## config.mk

```make
export PLATFORM = sky130hd
export DESIGN_NAME = serialtopara
export DESIGN_NICKNAME = d
export VERILOG_FILES = /design/src/rtl/serialtopara_pkg.sv /design/src/rtl/serialtopara_lane.sv /design/src/rtl/serialtopara.sv
export SDC_FILE = /design/constraint.sdc
export NUM_CORES = 1
export LEC_CHECK = 0
export ABC_AREA = 1
export BUFFER_PORTS_ARGS = -buffer_cell sky130_fd_sc_hd__buf_2
export CAP_MARGIN = 20
export CELL_PAD_IN_SITES_DETAIL_PLACEMENT = 1
export CELL_PAD_IN_SITES_GLOBAL_PLACEMENT = 1
export CORE_ASPECT_RATIO = 1.25
export CORE_MARGIN = 4
export CORE_UTILIZATION = 48
export DETAILED_ROUTE_END_ITERATION = 10
export MAX_ROUTING_LAYER = met4
export PLACE_DENSITY = 0.93
export RECOVER_POWER = 50
export SLEW_MARGIN = 10
export SYNTH_ARGS = -nofsm -noshare
export SYNTH_HDL_FRONTEND = slang
export SYNTH_SLANG_ARGS = --single-unit
```

## constraint.sdc

```tcl
create_clock -name clk8f -period 4.65 [get_ports clk8f]
set_clock_uncertainty 0.2 [all_clocks]
set_input_delay 1.395 -clock clk8f [delete_from_list [all_inputs] [get_ports clk8f]]
set_output_delay 1.395 -clock clk8f [all_outputs]
set_load 0.02 [all_outputs]
```

## src/rtl/serialtopara_pkg.sv

```systemverilog
// ============================================================================
// Module      : serialtopara_pkg
// Description : Shared symbols, lane state encoding and default sizing for
//               the serial-to-parallel receiver.
// Revision    : 1.0 - initial release
// ============================================================================
`default_nettype none

package serialtopara_pkg;

    localparam int         DEFAULT_WIDTH      = 8;
    localparam int         DEFAULT_LOCK_COUNT = 4;
    localparam logic [7:0] COM_SYM            = 8'hBC;

    typedef enum logic [1:0] {
        SEARCH = 2'd0,
        ALIGN  = 2'd1,
        LOCKED = 2'd2
    } lane_state_t;

endpackage

`default_nettype wire

```

## src/rtl/serialtopara_lane.sv

```systemverilog
// ============================================================================
// Module      : serialtopara_lane
// Description : One receive lane: shifter, COM alignment FSM, byte output.
// Revision    : 1.0 - initial release
// ============================================================================
`default_nettype none

module serialtopara_lane
    import serialtopara_pkg::*;
#(
    parameter int               WIDTH      = DEFAULT_WIDTH,
    parameter logic [WIDTH-1:0] COM        = WIDTH'(COM_SYM),
    parameter int               LOCK_COUNT = DEFAULT_LOCK_COUNT
) (
    input  logic             clk8f,
    input  logic             reset,
    input  logic             sin,
    output logic [WIDTH-1:0] out,
    output logic             valid,
    output logic             stb,
    output logic             locked
);

    localparam int             BW       = (WIDTH > 1) ? $clog2(WIDTH) : 1;
    localparam int             CW       = $clog2(LOCK_COUNT + 1);
    localparam logic [BW-1:0]  BIT_LAST = BW'(WIDTH - 1);
    localparam logic [CW-1:0]  COM_LAST = CW'(LOCK_COUNT - 1);
    localparam logic [CW-1:0]  COM_MAX  = CW'(LOCK_COUNT);
    localparam logic [CW-1:0]  COM_ONE  = CW'(1);

    lane_state_t        r_state;
    lane_state_t        w_state_nxt;
    logic [WIDTH-2:0]   r_sr;
    logic [BW-1:0]      r_bitcnt;
    logic [BW-1:0]      w_bitcnt_nxt;
    logic [CW-1:0]      r_comcnt;
    logic [CW-1:0]      w_comcnt_nxt;
    logic [WIDTH-1:0]   r_out;
    logic               r_valid;
    logic               r_stb;
    logic               w_load;

    logic [WIDTH-1:0]   w_nb;
    logic               w_is_com;
    logic               w_boundary;

    // The MSB of the spec's WIDTH-bit shifter is never observed, so it is not kept.
    assign w_nb       = {r_sr, sin};
    assign w_is_com   = (w_nb == COM);
    assign w_boundary = (r_bitcnt == BIT_LAST);

    always_ff @(posedge clk8f or negedge reset) begin
        if (!reset) begin
            r_state <= SEARCH;
        end else begin
            r_state <= w_state_nxt;
        end
    end

    always_comb begin
        w_state_nxt = r_state;
        case (r_state)
            SEARCH: begin
                if (w_is_com) begin
                    w_state_nxt = (LOCK_COUNT == 1) ? LOCKED : ALIGN;
                end
            end
            ALIGN: begin
                if (w_boundary) begin
                    if (!w_is_com) begin
                        w_state_nxt = SEARCH;
                    end else if (r_comcnt == COM_LAST) begin
                        w_state_nxt = LOCKED;
                    end
                end
            end
            LOCKED: begin
                w_state_nxt = LOCKED;
            end
            default: begin
                w_state_nxt = SEARCH;
            end
        endcase
    end

    // A byte is presented on every locked boundary and on the edge that locks.
    always_comb begin
        w_bitcnt_nxt = (r_bitcnt == BIT_LAST) ? '0 : r_bitcnt + 1'b1;
        w_comcnt_nxt = r_comcnt;
        w_load       = 1'b0;
        case (r_state)
            SEARCH: begin
                w_bitcnt_nxt = '0;
                w_comcnt_nxt = w_is_com ? COM_ONE : '0;
                w_load       = w_is_com && (LOCK_COUNT == 1);
            end
            ALIGN: begin
                if (w_boundary) begin
                    if (w_is_com) begin
                        w_comcnt_nxt = (r_comcnt == COM_MAX) ? r_comcnt : r_comcnt + 1'b1;
                        w_load       = (r_comcnt == COM_LAST);
                    end else begin
                        w_comcnt_nxt = '0;
                    end
                end
            end
            LOCKED: begin
                w_load = w_boundary;
            end
            default: begin
                w_bitcnt_nxt = '0;
                w_comcnt_nxt = '0;
            end
        endcase
    end

    always_ff @(posedge clk8f or negedge reset) begin
        if (!reset) begin
            r_sr     <= '0;
            r_bitcnt <= '0;
            r_comcnt <= '0;
            r_out    <= '0;
            r_valid  <= 1'b0;
            r_stb    <= 1'b0;
        end else begin
            r_sr     <= w_nb[WIDTH-2:0];
            r_bitcnt <= w_bitcnt_nxt;
            r_comcnt <= w_comcnt_nxt;
            r_stb    <= w_load;
            if (w_load) begin
                r_out   <= w_nb;
                r_valid <= !w_is_com;
            end
        end
    end

    assign out    = r_out;
    assign valid  = r_valid;
    assign stb    = r_stb;
    assign locked = (r_state == LOCKED);

endmodule

`default_nettype wire

```

## src/rtl/serialtopara.sv

```systemverilog
// ============================================================================
// Module      : serialtopara
// Description : Dual-lane serial-to-parallel receiver with COM byte alignment.
// Revision    : 1.0 - initial release
// ============================================================================
`default_nettype none

module serialtopara
    import serialtopara_pkg::*;
#(
    parameter int               WIDTH      = DEFAULT_WIDTH,
    parameter logic [WIDTH-1:0] COM        = WIDTH'(COM_SYM),
    parameter int               LOCK_COUNT = DEFAULT_LOCK_COUNT
) (
    input  logic             clk8f,
    input  logic             reset,
    input  logic             in0,
    input  logic             in1,
    output logic [WIDTH-1:0] out0,
    output logic [WIDTH-1:0] out1,
    output logic             valid0,
    output logic             valid1,
    output logic             stb0,
    output logic             stb1,
    output logic             active
);

    logic w_locked0;
    logic w_locked1;
    logic r_active;

    serialtopara_lane #(
        .WIDTH      (WIDTH),
        .COM        (COM),
        .LOCK_COUNT (LOCK_COUNT)
    ) u_lane0 (
        .clk8f  (clk8f),
        .reset  (reset),
        .sin    (in0),
        .out    (out0),
        .valid  (valid0),
        .stb    (stb0),
        .locked (w_locked0)
    );

    serialtopara_lane #(
        .WIDTH      (WIDTH),
        .COM        (COM),
        .LOCK_COUNT (LOCK_COUNT)
    ) u_lane1 (
        .clk8f  (clk8f),
        .reset  (reset),
        .sin    (in1),
        .out    (out1),
        .valid  (valid1),
        .stb    (stb1),
        .locked (w_locked1)
    );

    always_ff @(posedge clk8f or negedge reset) begin
        if (!reset) begin
            r_active <= 1'b0;
        end else begin
            r_active <= w_locked0 & w_locked1;
        end
    end

    assign active = r_active;

endmodule

`default_nettype wire

```

==> results.sh <==
export IMPL_period_needed_ns=2.47
export IMPL_viasPerCell=4.98
export IMPL_die_area_um2=6180
export IMPL_maxUsedRoutingLayer="met4"
export IMPL_fp_dieW_um=71.1
export IMPL_netlist_instances=259
export IMPL_layout_cells_non_filler=350
export IMPL_yosys_warnings=0
export IMPL_stdcell_area_um2=2690
export IMPL_postCtsHoldBufs=0
export IMPL_drt_total_wl_mm=5.52
export IMPL_leakage_nw=1.57
export IMPL_setup_tns_ns=0
export IMPL_mostFrequentLayoutCells="nand2_1 (90), dfrtp_1 (51), inv_1 (36)"
export IMPL_synth_top_area_frac=0.534
export IMPL_gr_total_overflow=0
export IMPL_final_common_cell="nand2_1"
export IMPL_drt_wirelength_per_cell_um=15.8
export IMPL_p_per_area_nw_per_um2=346
export IMPL_slowest_stage="dfrtp_1"
export IMPL_worst_path_buf_inv=1
export IMPL_endpoint_kind="primary output"
export IMPL_ff2ff_path_depth=9
export IMPL_path_depth=1
export IMPL_cp_arrival_ns=0.88
export IMPL_p_int_mw=0.668
export IMPL_grt_pass1_wl_mm=9.51
export IMPL_cap_violations=0
export IMPL_period_share=0.532
export IMPL_cp_start_kind="flip-flop"
export IMPL_seqPwrFrac=0.520
export IMPL_synth_top_area_cell="dfrtp_1"
export IMPL_cts_buffer_depth=2
export IMPL_critPathTopFamily="flip-flops"
export IMPL_vias=1744
export IMPL_nets=310
export IMPL_p_switching_mw=0.263
export IMPL_slew_headroom=0.571
export IMPL_place_gp_congestion=0.719
export IMPL_setup_viol=0
export IMPL_grt_start_max_net_pins=52
export IMPL_worstMarginPinSlew_ns=0.643
export IMPL_crit_type="reg -> out"
export IMPL_htree_levels=2
export IMPL_ant_nets=0
export IMPL_critPathLaunch="u_lane0.out[1]$_DFFE_PN0P_"
export IMPL_combPwrFrac=0.149
export IMPL_critPathMaxFanout=2
export IMPL_post_cts_buffers=0
export IMPL_cts_root_buffer="clkbuf_8"
export IMPL_synth_yosys_seq_area_share=0.534
export IMPL_cts_resized_gates=0
export IMPL_p_clk_frac=0.331
export IMPL_whs_ns=0.227
export IMPL_cts_made_buffers=5
export IMPL_cpPeakStageDelay_ns=0.40
export IMPL_rows=28
export IMPL_hpwl_mm=4.02
export IMPL_die_height_um=86.9
export IMPL_syn_area_um2=2390
export IMPL_drt_iter0_markers=89
export IMPL_reg2reg_setup_slack_ns=2.75
export IMPL_timing_rr_start="u_lane0.r_state[1]$_DFFE_PN0P_"
export IMPL_io_pins=25
export IMPL_ys_types=20
export IMPL_synth_area_top_cells="dfrtp_1 (53%), nand2_1 (14%), ha_1 (8.4%), inv_1 (5.7%), nand3_1 (4.4%)"
export IMPL_reg2reg_to="u_lane0.r_state[0]$_DFFE_PN0P_"
export IMPL_utilization=0.565
export IMPL_path_cells="buf_2"
export IMPL_antenna_found_initial=0
export IMPL_initial_core_util=0.502
export IMPL_cts_tree="done"
export IMPL_path_clk_slew_ns=0.09
export IMPL_cts_sinks=51
export IMPL_area_delta_synth_final_pct=12.6
export IMPL_fmax_mhz=405
export IMPL_cp_endpoint="out0[1]"
export IMPL_drcViolationCount=0
export IMPL_dpl_instance_area_um2=2590
export IMPL_drt_first_pass_iters=4
export IMPL_antennaDiodeCount=0
export IMPL_crit_required_ns=3.05
export IMPL_dp_cells=343
export IMPL_synth_area_per_cell_um2=9.23
export IMPL_grt_pass1_vias=1943
export IMPL_drive_above_1_share=0.190
export IMPL_synth_seq_cells=51
export IMPL_rsz0062_at_grt="no"
export IMPL_fp_coreArea_um2=4760
export IMPL_slew_viol_final=0
export IMPL_wl_met2_mm=3.01
export IMPL_clock_latency_ns=0.31
export IMPL_ir_drop_uv=186
export IMPL_wl_met3_um=146
export IMPL_status="finished clean"
export IMPL_grtUsageTotal=0.207
export IMPL_port_buffers=24
export IMPL_fill_cells=576
export IMPL_switching_share=0.282
export IMPL_wl_met1_mm=2.23
export IMPL_syn_nets=279
export IMPL_finalHoldViolations=0
export IMPL_hold_class="reg -> reg"
==> flip-flops by register name (all words and copies together) (netlist names), 3 cells and up <==
signal	flops
u_lane1.r_sr	7
u_lane1.out	8
u_lane0.r_comcnt	3
u_lane0.out	8
u_lane1.r_comcnt	3
u_lane0.r_sr	7
u_lane1.r_bitcnt	3
u_lane0.r_bitcnt	3
==> worst min-delay path by stage <==
stage | slack (ns) | depth (start not counted) | startpoint | end
CTS | 0.23 | 0 | u_lane1.r_sr[2]$_DFF_PN0_ | u_lane1.r_sr[3]$_DFF_PN0_
detailed placement | 0.20 | 0 | u_lane0.r_sr[0]$_DFF_PN0_ | u_lane0.r_sr[1]$_DFF_PN0_
global placement | 0.18 | 0 | u_lane1.r_sr[1]$_DFF_PN0_ | u_lane1.r_sr[2]$_DFF_PN0_
floorplan | 0.17 | 0 | u_lane0.r_sr[1]$_DFF_PN0_ | u_lane0.r_sr[2]$_DFF_PN0_
finish | 0.23 | 0 | u_lane0.r_sr[5]$_DFF_PN0_ | u_lane0.r_sr[6]$_DFF_PN0_
global route | 0.24 | 0 | u_lane1.r_sr[2]$_DFF_PN0_ | u_lane1.r_sr[3]$_DFF_PN0_
==> metal layers <==
metal  track usage  vias to the layer above
li1              -                      846
met1         0.214                      861
met2         0.382                       26
met3        0.0416                       11
met4        0.0838                        0
met5             -                        -
==> cell families after synthesis <==
logic type                 share of synthesized area
buffers and inverters                         0.0644
adders and majority gates                     0.0837
DFF                                            0.534
and+or+nand+nor                                0.304
AOI/OAI and AO/OA                             0.0141
==> power by group through the flow <==
stage          clock, mW  combinational, mW  sequential, mW
2_1_floorplan          0             0.0949           0.493
3_3_place_gp           0              0.130           0.490
3_5_place_dp           0              0.139           0.492
4_1_cts            0.313              0.142           0.484
5_1_grt            0.334              0.163           0.486
6_report           0.308              0.139           0.483
==> through the flow <==
stage,power (mW),setup slack (ns)
finish,0.930,2.18
global route,0.983,2.14
CTS,0.939,2.17
detailed placement,0.631,1.99
global placement,0.620,2.08
floorplan,0.587,2.29
==> cell usage after synthesis, drive strengths merged <==
cell type	number
nand4	2
nand3	22
inv	39
nand2	102
a21oi	1
nor3	2
nor2	16
nand3b	1
ha	16
o21ai	5
dfrtp	51
clkinv	2
==> final cells by class <==
| cell class | instances | area [µm²] | share of cell area |
|---|---|---|---|
| sequential | 51 | 1280 | 0.474 |
| multi-input combinational | 167 | 961 | 0.357 |
| inverter | 41 | 154 | 0.0572 |
| timing repair buffer | 24 | 120 | 0.0446 |
| tap | 60 | 75.1 | 0.0279 |
| clock buffer | 5 | 68.8 | 0.0256 |
| clock inverter | 2 | 37.5 | 0.0139 |
Power figures use the tool's default switching activity.
